==> config.mk <==
export PLATFORM = sky130hd
export DESIGN_NAME = magnitude_comparator_serial
export DESIGN_NICKNAME = d
export VERILOG_FILES = /design/src/rtl/magnitude_comparator_serial.sv
export SDC_FILE = /design/constraint.sdc
export NUM_CORES = 1
export LEC_CHECK = 0
export ABC_CLOCK_PERIOD_IN_PS = 1900
export CAP_MARGIN = 20
export CORE_MARGIN = 2
export CORE_UTILIZATION = 45
export CTS_CLUSTER_SIZE = 28
export DETAILED_ROUTE_END_ITERATION = 10
export GPL_ROUTABILITY_DRIVEN = 0
export PLACE_DENSITY = 0.74
export SLEW_MARGIN = 5
export SYNTH_ARGS = -nofsm -noshare
export SYNTH_HDL_FRONTEND = slang
export SYNTH_SLANG_ARGS = --single-unit
==> constraint.sdc <==
create_clock -name clk -period 1.9 [get_ports clk]
set_input_delay 0.38 -clock clk [delete_from_list [all_inputs] [get_ports clk]]
set_output_delay 0.38 -clock clk [all_outputs]
set_load 0.03 [all_outputs]
==> src/rtl/magnitude_comparator_serial.sv <==
// Serial magnitude comparator: compares WIDTH-bit operands SLICE bits per clock,
// MSB slice first, stopping at the first unequal slice; cascade inputs resolve ties.
module magnitude_comparator_serial #(
   parameter int WIDTH = 16,
   parameter int SLICE = 4
) (
   input  logic             clk,
   input  logic             reset,
   input  logic             start,
   input  logic             signed_mode,
   input  logic [WIDTH-1:0] a,
   input  logic [WIDTH-1:0] b,
   input  logic             igt,
   input  logic             ilt,
   input  logic             ieq,
   output logic             busy,
   output logic             done,
   output logic             ogt,
   output logic             olt,
   output logic             oeq
);
   localparam int NSLICES = WIDTH / SLICE;
   localparam int IDXW    = (NSLICES > 1) ? $clog2(NSLICES) : 1;

   typedef enum logic {IDLE, COMPARE} state_t;

   state_t            state, state_n;
   logic [WIDTH-1:0]  a_q, a_n, b_q, b_n;
   logic [2:0]        casc_q, casc_n;
   logic [IDXW-1:0]   idx_q, idx_n;
   logic [2:0]        res_q, res_n;
   logic              done_n;
   logic [SLICE-1:0]  sa, sb;
   logic [WIDTH-1:0]  msb_mask;

   // Flipping the sign bit turns two's-complement order into plain unsigned order.
   assign msb_mask = WIDTH'(signed_mode) << (WIDTH - 1);
   assign sa       = a_q[idx_q*SLICE +: SLICE];
   assign sb       = b_q[idx_q*SLICE +: SLICE];

   // {gt,lt,eq} cascade behaviour of the 4-bit part on full equality.
   function automatic logic [2:0] resolve(input logic [2:0] c);
      if (c[0])
         return 3'b001;
      case (c[2:1])
         2'b10:   return 3'b100;
         2'b01:   return 3'b010;
         2'b11:   return 3'b000;
         default: return 3'b110;
      endcase
   endfunction

   always_ff @(posedge clk) begin
      if (reset) begin
         state  <= IDLE;
         a_q    <= '0;
         b_q    <= '0;
         casc_q <= '0;
         idx_q  <= '0;
         res_q  <= '0;
         done   <= 1'b0;
      end else begin
         state  <= state_n;
         a_q    <= a_n;
         b_q    <= b_n;
         casc_q <= casc_n;
         idx_q  <= idx_n;
         res_q  <= res_n;
         done   <= done_n;
      end
   end

   always_comb begin
      state_n = state;
      a_n     = a_q;
      b_n     = b_q;
      casc_n  = casc_q;
      idx_n   = idx_q;
      res_n   = res_q;
      done_n  = 1'b0;
      case (state)
         IDLE: begin
            if (start) begin
               a_n     = a ^ msb_mask;
               b_n     = b ^ msb_mask;
               casc_n  = {igt, ilt, ieq};
               idx_n   = IDXW'(NSLICES - 1);
               state_n = COMPARE;
            end
         end
         COMPARE: begin
            if (sa != sb) begin
               res_n   = {sa > sb, sa < sb, 1'b0};
               done_n  = 1'b1;
               state_n = IDLE;
            end else if (idx_q == '0) begin
               res_n   = resolve(casc_q);
               done_n  = 1'b1;
               state_n = IDLE;
            end else begin
               idx_n = idx_q - 1'b1;
            end
         end
         default: state_n = IDLE;
      endcase
   end

   assign busy = (state == COMPARE);
   assign ogt  = res_q[2];
   assign olt  = res_q[1];
   assign oeq  = res_q[0];
endmodule
==> impl_metrics.toml, run 1 <==
[outcome]
status = "finished, violations left"
violations = "setup timing"

[clock_network]
root_buffer = "clkbuf_8"
cts_max_level = 2
clk_pin_slew_ns = 0.09
numCtsBuffers = 5
hold_buffers = 0
cts_tree = "built"
cts_sinks = 42
worstSkewPairLatency_ns = 0.30
clockBufferDepth = 2

[flow_run]
max-cap-violations = 0

[yosys]
synth-seq-area-share_pct = 39.65
synth_top_family_by_area = "compound AO/OA/AOI/OAI gates"
synth_seq_cells = 42
synth-simple-area-share_pct = 20.06
synthesis.area_um2 = 2121
synth.avg_cell_area_um2 = 10.10
async_reset_ff_share_pct = 0
ys.flop_type = "dfxtp_1"
synth-compound-area-share_pct = 20.12
yosysWarningCount = 0
synth_fa_ha_area_share_pct = 2.950
synth_edf_count = 0
synthMuxAreaShare_pct = 8.968
synthDistinctLibCells = 35
synth_xor_area_share_pct = 0.8260
syn_inst = 210
synthesis.nets = 254

[final_layout]
final_nets = 300
drive_gt1_share_pct = 40.47
area_delta_synth_final_pct = 30.97
n_antenna_cell = 0

[critical_path]
end_kind = "flop"
worstSetupPathType = "flop to flop"
cp_slowest_stage_delay_ns = 0.54
crit_chain = "buf_6, mux4_2, ha_4, nand4_1, buf_4, o21bai_1, o32ai_1"
required_ns = 2.07
critPathMaxFanout = 5
critPathLaunchType = "flop"
crit_slowest_cell = "mux4_2"
arrival_ns = 2.21

[power]
power_frac_clock_pct = 31.0
power.total_w = 0.002285
p_sw_w = 0.0006340
power_leakage_nw = 0.9810
combPwrFrac_pct = 25.9
p_sw_share_pct = 27.75
seqPwrFrac_pct = 43.2
powerDensity_nw_per_um2 = 822.7
intPower_w = 0.001651
irDropWorstVdd_mv = 0.4049

[timing]
rsz0062_at_grt = "yes"
worstMarginPinSlew_ns = 0.3161
finalCritPeriodShare_pct = 107.1
slew_viol_final = 0
fin_ws_ns = -0.1343
min_period_ns = 2.034
finalHoldViolCount = 0
finalSetupViolations = 5
finalSetupTns_ns = -0.5461
fmax_mhz = 491.6
fin_skew_ns = 0.01161
relSlewSlack_pct = 78.89

[die]
die_h_um = 72.65
design.portCount = 44
die_x_um = 72.65
dieArea_um2 = 5278
core_region_area_um2 = 4444
rows = 24
start_util_pct = 47.72

[place]
io_buffers = 43
place.detailed.hpwl_mm = 2.831
place_ws_ns = -0.1307

[routing]
wl_per_cell_um = 13.00
drc = 0
drtIter0Drc = 54
postRouteAntennaNets = 0
viasPerCell = 5.032
vias = 1555
drt-total-wl_mm = 4.017
first_pass_iters = 4

[min_path]
hp-class = "primary input to flop"

[global_routing]
gr-total-overflow = 0
grt_pass1_wl_mm = 6.817
antenna_found_initial = 0
grt_usage_pct = 16.60
grt_max_degree = 40
first_global_vias = 1551
## cell usage after synthesis (2+ instances only)
cell	instances	share of area [%]
dfxtp_1	42	40
nand2_1	36	6.4
a21oi_2	30	12
nand2_2	30	8.8
mux4_2	8	8.5
buf_2	6	1.4
inv_1	6	1.1
a21oi_1	5	1.2
ha_1	5	2.9
nor2_1	4	0.71
a211oi_1	3	1.1
buf_12	3	2.8
nand2b_1	3	0.89
o21a_1	3	1.1
buf_4	2	0.71
buf_6	2	1.1
clkbuf_1	2	0.35
o31a_1	2	0.83
xnor2_1	2	0.83
## placed cells by master, fill, tap and decap left out, drive strengths merged
| cell type | n |
|---|---|
| o21a | 3 |
| nor2 | 4 |
| bufinv | 1 |
| o21bai | 1 |
| o21ai | 1 |
| clkbuf | 5 |
| nand2b | 4 |
| o32ai | 1 |
| nor2b | 2 |
| o31a | 2 |
| o21ba | 1 |
| nand3b | 1 |
| a2111oi | 1 |
| dlymetal6s2s | 1 |
| inv | 6 |
| dfxtp | 42 |
| a21oi | 35 |
| xnor2 | 2 |
| and4 | 1 |
| a311oi | 1 |
| nand2 | 66 |
| clkinvlp | 2 |
| mux4 | 8 |
| mux2i | 1 |
| ha | 5 |
| nand4 | 1 |
| and2b | 1 |
| nor3b | 1 |
| clkdlybuf4s50 | 41 |
| buf | 12 |
| a211oi | 3 |
| a31o | 1 |
## through the flow
stage          cell area (µm²)  hold slack, ns  util [%]  std cells
6_report                  2778          0.3817     62.50        309
3_5_place_dp              2589          0.4508     58.25        298
5_1_grt                   2778          0.3840     62.50        309
4_1_cts                   2763          0.3616     62.16        309
2_1_floorplan             2146          0.4331         -        210
3_3_place_gp              2589          0.4478     58.25        298
## path summary, 6_finish.rpt
check / from / endpoint / slack [ns] / depth (start not counted)
max: idx_q[0] / res_q[2] / -0.13 / 7
min: reset / done / 0.38 / 2
max reg2reg: idx_q[0] / res_q[2] / -0.13 / 7
min reg2reg: b_q[8] / b_q[8] / 0.46 / 2
## power by group through the flow
stage                     logic [W]  clock network (W)  registers (W)
after floorplan            0.000383                  0        0.00101
after global placement     0.000535                  0        0.00100
after CTS                  0.000584           0.000723       0.000987
after detailed placement   0.000544                  0        0.00101
after global routing       0.000649           0.000750       0.000992
final                      0.000591           0.000708       0.000986
## routing by layer
metal | vias to the layer above | track usage [%] | wire [µm]
met3 | 2 | 4.696 | 167
met2 | 34 | 26.26 | 1842
met1 | 719 | 21.65 | 1977
li1 | 800 | - | -
met5 | - | 0 | 0
met4 | 0 | 6.173 | 29
## registers in the layout, summed over array words and instances, names as in the netlist
name    count
a_q        16
b_q        16
casc_q      3
res_q       3
idx_q       2
busy        1
done        1
## what timing repair did
| action | 4_1_cts | 5_1_grt |
|---|---|---|
| pin swaps | 7 | 5 |
| resized for setup | 7 | 3 |
| setup buffers | 3 | 0 |
| setup endpoints to repair | 7 | 8 |
## cell type report
cell class	instances	area, µm²
Fill cell	376	1667
Multi-Input combinational cell	147	1191
Sequential cell	42	842.1
Timing Repair Buffer	54	543.0
Clock buffer	5	68.82
Tap cell	52	65.06
Clock inverter	3	45.04
Inverter	6	22.52
## cell families after synthesis
logic type,count (synthesis)
muxes,9
DFF,42
and+or+nand+nor,81
xor gates and xnor gates,2
adders and majority gates,5
AOI/OAI and AO/OA,50
buffers and inverters,21
## worst max-delay path, delay by kind of cell, from the launching register on
family / cells / cell delay [ns]
and+or+nand+nor: 1 / 0.18
DFF: 1 / 0.36
AOI/OAI and AO/OA: 2 / 0.22
muxes: 1 / 0.54
adders and majority gates: 1 / 0.30
buffers and inverters: 2 / 0.33
Power figures use the tool's default switching activity.
==> run 2, diff against run 1 <==
--- a/config.mk
+++ b/config.mk
@@ -13,7 +13,6 @@
 export DETAILED_ROUTE_END_ITERATION = 10
 export GPL_ROUTABILITY_DRIVEN = 0
 export PLACE_DENSITY = 0.74
-export SLEW_MARGIN = 5
 export SYNTH_ARGS = -nofsm -noshare
 export SYNTH_HDL_FRONTEND = slang
 export SYNTH_SLANG_ARGS = --single-unit
==> results of run 2 <==
No change in the layout: final DEF, timing and power equal those of run 1.
